`src/rtl/scr1_accel_sched_pkg.sv`:
```
// ---------------------------------------------------------------------------
// scr1_accel_sched_pkg
// Shared types and constants for the multiply-accelerator job sequencer:
//   - dmem-style slave port command / width / response encodings
//   - sequencer FSM state encoding
//   - accelerator register offsets and the CTRL done bit position
// ---------------------------------------------------------------------------
package scr1_accel_sched_pkg;

  typedef enum logic {
    SCR1_MEM_CMD_RD = 1'b0,
    SCR1_MEM_CMD_WR = 1'b1
  } type_scr1_mem_cmd_e;

  typedef enum logic [1:0] {
    SCR1_MEM_WIDTH_BYTE  = 2'b00,
    SCR1_MEM_WIDTH_HWORD = 2'b01,
    SCR1_MEM_WIDTH_WORD  = 2'b10
  } type_scr1_mem_width_e;

  typedef enum logic [1:0] {
    SCR1_MEM_RESP_NOTRDY = 2'b00,
    SCR1_MEM_RESP_RDY_OK = 2'b01,
    SCR1_MEM_RESP_RDY_ER = 2'b10
  } type_scr1_mem_resp_e;

  typedef enum logic [2:0] {
    SCR1_ACCEL_FSM_IDLE,
    SCR1_ACCEL_FSM_WR_A,
    SCR1_ACCEL_FSM_WR_B,
    SCR1_ACCEL_FSM_WR_GO,
    SCR1_ACCEL_FSM_POLL,
    SCR1_ACCEL_FSM_RD_C,
    SCR1_ACCEL_FSM_DONE
  } type_scr1_accel_sched_fsm_e;

  localparam logic [31:0] SCR1_ACCEL_OFS_CTRL = 32'h0000_0000;
  localparam logic [31:0] SCR1_ACCEL_OFS_A    = 32'h0000_0008;
  localparam logic [31:0] SCR1_ACCEL_OFS_B    = 32'h0000_000C;
  localparam logic [31:0] SCR1_ACCEL_OFS_C    = 32'h0000_0010;

  localparam int SCR1_ACCEL_DONE_BIT = 31;

endpackage : scr1_accel_sched_pkg

```
`src/rtl/scr1_accel_sched_fifo.sv`:
```
// ---------------------------------------------------------------------------
// scr1_accel_sched_fifo
// Synchronous job FIFO holding {a, b} operand pairs (64-bit entries).
// Ports:
//   clk, rst_n        clock, asynchronous active-low reset (pointers only)
//   push, push_data   write request; ignored while full
//   pop, pop_data     read request; pop_data shows the head combinationally
//   full, empty       occupancy flags
// Pointers carry one extra wrap bit so full/empty are told apart without a
// separate counter.
// ---------------------------------------------------------------------------
module scr1_accel_sched_fifo #(
  parameter int JOB_DEPTH = 2
) (
  input  logic        clk,
  input  logic        rst_n,
  input  logic        push,
  input  logic [63:0] push_data,
  input  logic        pop,
  output logic [63:0] pop_data,
  output logic        full,
  output logic        empty
);

  localparam int AW = $clog2(JOB_DEPTH);

  logic [AW:0]  wr_ptr_q, wr_ptr_d;
  logic [AW:0]  rd_ptr_q, rd_ptr_d;
  logic [63:0]  mem_q [JOB_DEPTH];
  logic         push_en;
  logic         pop_en;

  assign full  = (wr_ptr_q[AW] != rd_ptr_q[AW]) &&
                 (wr_ptr_q[AW-1:0] == rd_ptr_q[AW-1:0]);
  assign empty = (wr_ptr_q == rd_ptr_q);

  assign push_en = push && !full;
  assign pop_en  = pop && !empty;

  assign pop_data = mem_q[rd_ptr_q[AW-1:0]];

  always_comb begin
    wr_ptr_d = wr_ptr_q;
    rd_ptr_d = rd_ptr_q;
    if (push_en) wr_ptr_d = wr_ptr_q + {{AW{1'b0}}, 1'b1};
    if (pop_en)  rd_ptr_d = rd_ptr_q + {{AW{1'b0}}, 1'b1};
  end

  always_ff @(posedge clk or negedge rst_n) begin
    if (!rst_n) begin
      wr_ptr_q <= '0;
      rd_ptr_q <= '0;
    end else begin
      wr_ptr_q <= wr_ptr_d;
      rd_ptr_q <= rd_ptr_d;
    end
  end

  // Storage has no reset; empty/full are derived from the pointers only.
  always_ff @(posedge clk) begin
    if (push_en) mem_q[wr_ptr_q[AW-1:0]] <= push_data;
  end

endmodule : scr1_accel_sched_fifo

```
`src/rtl/scr1_accel_sched.sv`:
```
// ---------------------------------------------------------------------------
// scr1_accel_sched
// Job sequencer that drives the memory-mapped multiply accelerator. Jobs
// (A, B) are queued in a FIFO; per job it writes A, B, CTRL (go), polls CTRL
// until bit31 (done) is set, reads C and returns it on the result stream.
// Ports:
//   clk, rst_n                         clock, asynchronous active-low reset
//   job_vld/job_rdy/job_a/job_b        job input stream
//   res_vld/res_rdy/res_data/res_err   result output stream
//   busy, jobs_done                    status
//   acc_*                              master side of accelerator dmem port
// Optional build macro:
//   SCR1_ACCEL_SCHED_TIMEOUT_EN        bound POLL to POLL_MAX not-done reads,
//                                      then abort the job with res_err=1
// ---------------------------------------------------------------------------
module scr1_accel_sched
  import scr1_accel_sched_pkg::*;
#(
  parameter logic [31:0] BASE_ADDR = 32'h0000_0000,
  parameter int          JOB_DEPTH = 2,
  parameter int          POLL_MAX  = 255
) (
  input  logic                 clk,
  input  logic                 rst_n,
  input  logic                 job_vld,
  output logic                 job_rdy,
  input  logic [31:0]          job_a,
  input  logic [31:0]          job_b,
  output logic                 res_vld,
  input  logic                 res_rdy,
  output logic [31:0]          res_data,
  output logic                 res_err,
  output logic                 busy,
  output logic [15:0]          jobs_done,
  output logic                 acc_req,
  input  logic                 acc_req_ack,
  output type_scr1_mem_cmd_e   acc_cmd,
  output type_scr1_mem_width_e acc_width,
  output logic [31:0]          acc_addr,
  output logic [31:0]          acc_wdata,
  input  logic [31:0]          acc_rdata,
  input  type_scr1_mem_resp_e  acc_resp
);

  // Elaboration-time parameter sanity checks.
  if (JOB_DEPTH < 2 || (JOB_DEPTH & (JOB_DEPTH - 1)) != 0) begin : g_bad_job_depth
    $error("scr1_accel_sched: JOB_DEPTH must be a power of 2 and at least 2");
  end
  if (POLL_MAX < 1) begin : g_bad_poll_max
    $error("scr1_accel_sched: POLL_MAX must be at least 1");
  end

  type_scr1_accel_sched_fsm_e state_q, state_d;
  logic               acc_req_q,   acc_req_d;
  type_scr1_mem_cmd_e acc_cmd_q,   acc_cmd_d;
  logic [31:0]        acc_addr_q,  acc_addr_d;
  logic [31:0]        acc_wdata_q, acc_wdata_d;
  logic [31:0]        op_b_q,      op_b_d;
  logic [31:0]        res_data_q,  res_data_d;
  logic               res_err_q,   res_err_d;
  logic               res_vld_q,   res_vld_d;
  logic [15:0]        jobs_done_q, jobs_done_d;
`ifdef SCR1_ACCEL_SCHED_TIMEOUT_EN
  localparam logic [16:0] POLL_LIMIT = 17'(POLL_MAX);
  logic [15:0]        poll_cnt_q,  poll_cnt_d;
`endif

  logic        fifo_pop;
  logic        fifo_full;
  logic        fifo_empty;
  logic [63:0] fifo_head;

  scr1_accel_sched_fifo #(
    .JOB_DEPTH (JOB_DEPTH)
  ) u_fifo (
    .clk       (clk),
    .rst_n     (rst_n),
    .push      (job_vld),
    .push_data ({job_a, job_b}),
    .pop       (fifo_pop),
    .pop_data  (fifo_head),
    .full      (fifo_full),
    .empty     (fifo_empty)
  );

  assign job_rdy   = !fifo_full;
  assign busy      = (state_q != SCR1_ACCEL_FSM_IDLE) || !fifo_empty;
  assign res_vld   = res_vld_q;
  assign res_data  = res_data_q;
  assign res_err   = res_err_q;
  assign jobs_done = jobs_done_q;
  assign acc_req   = acc_req_q;
  assign acc_cmd   = acc_cmd_q;
  assign acc_width = SCR1_MEM_WIDTH_WORD;
  assign acc_addr  = acc_addr_q;
  assign acc_wdata = acc_wdata_q;

  // In a memory state, acc_req_q=1 is the REQ phase and acc_req_q=0 the WAIT
  // phase, so responses are only looked at after the request was acked.
  always_comb begin
    state_d     = state_q;
    acc_req_d   = acc_req_q;
    acc_cmd_d   = acc_cmd_q;
    acc_addr_d  = acc_addr_q;
    acc_wdata_d = acc_wdata_q;
    op_b_d      = op_b_q;
    res_data_d  = res_data_q;
    res_err_d   = res_err_q;
    res_vld_d   = res_vld_q;
    jobs_done_d = jobs_done_q;
    fifo_pop    = 1'b0;
`ifdef SCR1_ACCEL_SCHED_TIMEOUT_EN
    poll_cnt_d  = poll_cnt_q;
`endif

    case (state_q)
      SCR1_ACCEL_FSM_IDLE: begin
        if (!fifo_empty) begin
          // A goes straight into the write-data register, which holds it
          // through WR_A; B is parked until WR_B.
          fifo_pop    = 1'b1;
          op_b_d      = fifo_head[31:0];
          state_d     = SCR1_ACCEL_FSM_WR_A;
          acc_req_d   = 1'b1;
          acc_cmd_d   = SCR1_MEM_CMD_WR;
          acc_addr_d  = BASE_ADDR + SCR1_ACCEL_OFS_A;
          acc_wdata_d = fifo_head[63:32];
        end
      end

      SCR1_ACCEL_FSM_DONE: begin
        if (res_rdy) begin
          res_vld_d   = 1'b0;
          jobs_done_d = jobs_done_q + 16'd1;
          state_d     = SCR1_ACCEL_FSM_IDLE;
        end
      end

      default: begin
        if (acc_req_q) begin
          if (acc_req_ack) acc_req_d = 1'b0;
        end else if (acc_resp == SCR1_MEM_RESP_RDY_ER) begin
          res_data_d = 32'd0;
          res_err_d  = 1'b1;
          res_vld_d  = 1'b1;
          state_d    = SCR1_ACCEL_FSM_DONE;
        end else if (acc_resp == SCR1_MEM_RESP_RDY_OK) begin
          case (state_q)
            SCR1_ACCEL_FSM_WR_A: begin
              state_d     = SCR1_ACCEL_FSM_WR_B;
              acc_req_d   = 1'b1;
              acc_addr_d  = BASE_ADDR + SCR1_ACCEL_OFS_B;
              acc_wdata_d = op_b_q;
            end
            SCR1_ACCEL_FSM_WR_B: begin
              state_d     = SCR1_ACCEL_FSM_WR_GO;
              acc_req_d   = 1'b1;
              acc_addr_d  = BASE_ADDR + SCR1_ACCEL_OFS_CTRL;
              acc_wdata_d = 32'd1;
            end
            SCR1_ACCEL_FSM_WR_GO: begin
              state_d     = SCR1_ACCEL_FSM_POLL;
              acc_req_d   = 1'b1;
              acc_cmd_d   = SCR1_MEM_CMD_RD;
              acc_addr_d  = BASE_ADDR + SCR1_ACCEL_OFS_CTRL;
              acc_wdata_d = 32'd0;
`ifdef SCR1_ACCEL_SCHED_TIMEOUT_EN
              poll_cnt_d  = 16'd0;
`endif
            end
            SCR1_ACCEL_FSM_POLL: begin
              if (acc_rdata[SCR1_ACCEL_DONE_BIT]) begin
                state_d    = SCR1_ACCEL_FSM_RD_C;
                acc_req_d  = 1'b1;
                acc_addr_d = BASE_ADDR + SCR1_ACCEL_OFS_C;
              end else begin
`ifdef SCR1_ACCEL_SCHED_TIMEOUT_EN
                if (({1'b0, poll_cnt_q} + 17'd1) >= POLL_LIMIT) begin
                  res_data_d = 32'd0;
                  res_err_d  = 1'b1;
                  res_vld_d  = 1'b1;
                  state_d    = SCR1_ACCEL_FSM_DONE;
                end else begin
                  poll_cnt_d = poll_cnt_q + 16'd1;
                  acc_req_d  = 1'b1;
                end
`else
                acc_req_d = 1'b1;
`endif
              end
            end
            SCR1_ACCEL_FSM_RD_C: begin
              res_data_d = acc_rdata;
              res_err_d  = 1'b0;
              res_vld_d  = 1'b1;
              state_d    = SCR1_ACCEL_FSM_DONE;
            end
            default: ;
          endcase
        end
      end
    endcase
  end

  always_ff @(posedge clk or negedge rst_n) begin
    if (!rst_n) begin
      state_q     <= SCR1_ACCEL_FSM_IDLE;
      acc_req_q   <= 1'b0;
      acc_cmd_q   <= SCR1_MEM_CMD_RD;
      acc_addr_q  <= BASE_ADDR;
      acc_wdata_q <= 32'd0;
      op_b_q      <= 32'd0;
      res_data_q  <= 32'd0;
      res_err_q   <= 1'b0;
      res_vld_q   <= 1'b0;
      jobs_done_q <= 16'd0;
`ifdef SCR1_ACCEL_SCHED_TIMEOUT_EN
      poll_cnt_q  <= 16'd0;
`endif
    end else begin
      state_q     <= state_d;
      acc_req_q   <= acc_req_d;
      acc_cmd_q   <= acc_cmd_d;
      acc_addr_q  <= acc_addr_d;
      acc_wdata_q <= acc_wdata_d;
      op_b_q      <= op_b_d;
      res_data_q  <= res_data_d;
      res_err_q   <= res_err_d;
      res_vld_q   <= res_vld_d;
      jobs_done_q <= jobs_done_d;
`ifdef SCR1_ACCEL_SCHED_TIMEOUT_EN
      poll_cnt_q  <= poll_cnt_d;
`endif
    end
  end

endmodule : scr1_accel_sched

```
`config.mk`:
```
export PLATFORM = sky130hd
export DESIGN_NAME = scr1_accel_sched
export DESIGN_NICKNAME = d
export VERILOG_FILES = /design/src/rtl/scr1_accel_sched_pkg.sv /design/src/rtl/scr1_accel_sched_fifo.sv /design/src/rtl/scr1_accel_sched.sv
export SDC_FILE = /design/constraint.sdc
export NUM_CORES = 1
export LEC_CHECK = 0
export CAP_MARGIN = 20
export CORE_MARGIN = 2
export CORE_UTILIZATION = 40
export DETAILED_ROUTE_END_ITERATION = 7
export GPL_ROUTABILITY_DRIVEN = 0
export PLACE_DENSITY = 0.69
export SETUP_SLACK_MARGIN = 0.15
export SKIP_CTS_REPAIR_TIMING = 1
export SYNTH_ARGS = -nofsm -noshare
export SYNTH_HDL_FRONTEND = slang
export SYNTH_SLANG_ARGS = --single-unit
```
`constraint.sdc`:
```
create_clock -name clk -period 5.4 [get_ports clk]
set_input_delay 1.08 -clock clk [delete_from_list [all_inputs] [get_ports clk]]
set_output_delay 1.08 -clock clk [all_outputs]
set_load 0.1 [all_outputs]
```
==> results.md <==
- Status: completed
- Die width: 166.3 um
- CTS Buf Count: 27
- Average size of a mapped cell: 13.56 um^2
- DRC: 0
- HP Start: op_b_q[8]
- Post-DRT Antenna Nets: 0
- Vias in the first global route: 6420
- Clock Sinks: 254
- CP Capture Type: output port
- DP Wirelength: approximately 13000 um
- Clk_skew: about 0.0094 ns
- Finished Layout Cells: 1318
- Post-Syn Instances: 777
- Pre-CTS setup slack: 1.390 ns
- Clock Tree Buf Depth: 3
- Slew @ Worst Pin: 1.064 ns
- Yosys warnings: 0
- Core Rows: 59
- Gr usage total: between 10% and 20%
- CTS tree: built
- Peak Freq: 242.9 MHz
- Post-placement cell count: 1269
- Cells along the critical path: xnor2_1, nand2b_1, clkdlybuf4s50_1
- Detailed Route WL: 21560 um
- Worst EP required: 4.32 ns
- # diodes: 0
- Vias: 6398
- Startpoint class of the critical path: register
- Reg2reg end: acc_wdata[12]
- H-tree levels: 1
- Worst R2R Path Depth: 5
- Cell class contributing the biggest share of worst-path delay: buffers and inverters
- Gr ovfl total: 0
- Iteration count of the initial detailed-routing pass: 7
- Hold_ws: 0.4763 ns
- Drt initial violations: approximately 400
- RSZ-0062 raised after global routing: false
- Initial cell density of the core: 40.56%
- #FFs+latches synth: 254
- Class of the worst hold path: reg -> reg
- Share of the yosys chip area belonging to registers: 66.39%
- Final setup margin: 1.282 ns
- Hold EP: op_b_q[8]
- Maximum fanout along the worst path: 30
- Layout overhead on the synthesized area: 29.03%
- R2r setup slk: about 2.5 ns
- Drt wl/cell: approximately 16 um
- Port buffer count: 191
- Core area: 0.02598 mm^2
- # setup viols final: 0
- Slowest cell on crit path: clkdlybuf4s50_1
- Ys flop type: edfxtp_1
- Post-synth EDFFs: 128
- Die area: roughly 0.028 mm^2
- Ratio of final minimum period to clock period: 76.25%
- Proportion of layout cells with a drive suffix above 1: approximately 10%
- Register clock-pin slew on the reported worst setup and hold paths: 0.06 ns
- Vias per Instance: 4.854
- Worst Path Buf+Inv: 1
- Initial antenna violation count: 0
- Unique masters post-synth: 46
- Hold depth: 2
- Max cap viols: 0
- Fin crit period: a little over 4 ns
- Final Hold Vio Count: 0
- Synth async-reset ratio: 49.61%
- Worst r2r src: u_fifo.rd_ptr_q[0]
- Clk Tree Root Cell: clkbuf_16
- Nets@finish: 1072
- Final TNS setup: 0 ns
- Largest net degree at the start of global routing: 79
- Normalized max-slew margin: between 20% and 30%
- CP peak stage delay: 1.22 ns
- Area of the mapped netlist: 0.01054 mm^2
- Global-route wire length before repair: 34520 um
- # IOs: 223
- Clock Latency Late Sink: 0.52 ns
- Die Y: 166.3 um
- Max Slew Vio Count: 0
- Crit Path Class: reg -> out
- CP arrival: just over 3 ns
==> routing by layer <==
metal,up-vias,track usage [%],share of wire (%)
li1,3075,-,-
met5,-,0,0
met4,0,4.048,2.3
met2,205,25.94,48
met3,39,3.003,5.8
met1,3079,20.68,44
==> final cells by class <==
| class | count | area (um^2) |
|---|---|---|
| Clock buffer | 32 | 694.4 |
| Fill cell | 2181 | 12390 |
| Clock inverter | 17 | 198.9 |
| Inverter | 41 | 153.9 |
| Multi-Input combinational cell | 439 | 3118 |
| Timing Repair Buffer | 200 | 2013 |
| Tap cell | 335 | 419.2 |
| Sequential cell | 254 | 7000 |
==> through the flow <==
step	util [%]	area [um^2]
2_1_floorplan	-	10650
3_3_place_gp	48.79	12680
3_5_place_dp	48.89	12700
4_1_cts	52.33	13600
5_1_grt	52.33	13600
6_report	52.33	13600
==> cells by family (layout without fill, tap and decap cells) <==
group	Yosys count	count (layout)	share of synthesized area (%)
buffers and inverters	113	290	5.378
adder cells (fa/ha/maj)	6	6	0.7123
other	2	31	0.07126
XOR/XNOR	21	21	1.745
multiplexers	134	134	13.19
AO/OA/AOI/OAI	97	97	5.616
flip-flops	254	254	66.39
AND/OR/NAND/NOR	150	150	6.898
==> placed cells by master (no fill, tap or decap), types with 33 or more instances in the layout <==
master | netlist | layout
mux2_2 | 39 | 39
clkdlybuf4s50_1 | 0 | 190
mux2i_1 | 95 | 95
nand2_1 | 45 | 45
a31oi_1 | 33 | 33
nor2_1 | 38 | 37
dfrtp_1 | 126 | 125
o21ai_0 | 42 | 42
inv_1 | 41 | 41
edfxtp_1 | 128 | 128
==> worst register-to-register path, stage by stage (launching register included) <==
cell	delay, ns
dfrtp_4	0.79
xnor2_1	0.30
a211o_1	0.38
a21oi_4	0.62
buf_4	0.45
mux2i_1	0.26
==> registers in the layout, summed over array words and instances (netlist names), 2 cells and up <==
name,count
u_fifo.rd_ptr_q,2
u_fifo.mem_q,128
acc_wdata,32
u_fifo.wr_ptr_q,2
op_b_q,32
res_data,32
acc_addr,3
state_q,3
jobs_done,16
==> how the worst max path moves through the flow <==
stage | depth (start not counted) | startpoint | end | slack, ns
2_1_floorplan | 4 | u_fifo.rd_ptr_q[1] | u_fifo.mem_q[0][0] | 0.44
3_3_place_gp | 8 | acc_resp[0] | acc_wdata[9] | 1.49
3_5_place_dp | 8 | acc_resp[0] | acc_wdata[26] | 1.39
4_1_cts | 3 | u_fifo.rd_ptr_q[0] | job_rdy | 1.26
5_1_grt | 3 | u_fifo.rd_ptr_q[0] | job_rdy | 1.18
6_report | 3 | u_fifo.rd_ptr_q[0] | job_rdy | 1.28
==> synth_stat cells, drive strengths merged, types with 2 or more instances <==
| cell type | count | area share [%] |
|---|---|---|
| nand2b | 2 | 0.12 |
| o211ai | 2 | 0.14 |
| ha | 6 | 0.71 |
| conb | 2 | 0.071 |
| and3 | 5 | 0.30 |
| buf | 44 | 2.9 |
| edfxtp | 128 | 36 |
| inv | 41 | 1.5 |
| nor3b | 2 | 0.14 |
| o21ai | 42 | 2.0 |
| nor2b | 32 | 1.9 |
| clkbuf | 28 | 1.0 |
| nor3 | 5 | 0.24 |
| a21oi | 9 | 0.46 |
| dfrtp | 126 | 30 |
| and2 | 2 | 0.12 |
| mux2 | 39 | 4.2 |
| mux2i | 95 | 9.0 |
| xor2 | 7 | 0.58 |
| nand4 | 5 | 0.30 |
| xnor2 | 14 | 1.2 |
| nor2 | 38 | 1.4 |
| a31oi | 33 | 2.0 |
| nand2 | 45 | 1.6 |
| nor4 | 3 | 0.18 |
| nand3 | 6 | 0.28 |
Power is not shown: default switching activity piles up to over one toggle a cycle in this logic, so the estimate is an artifact.
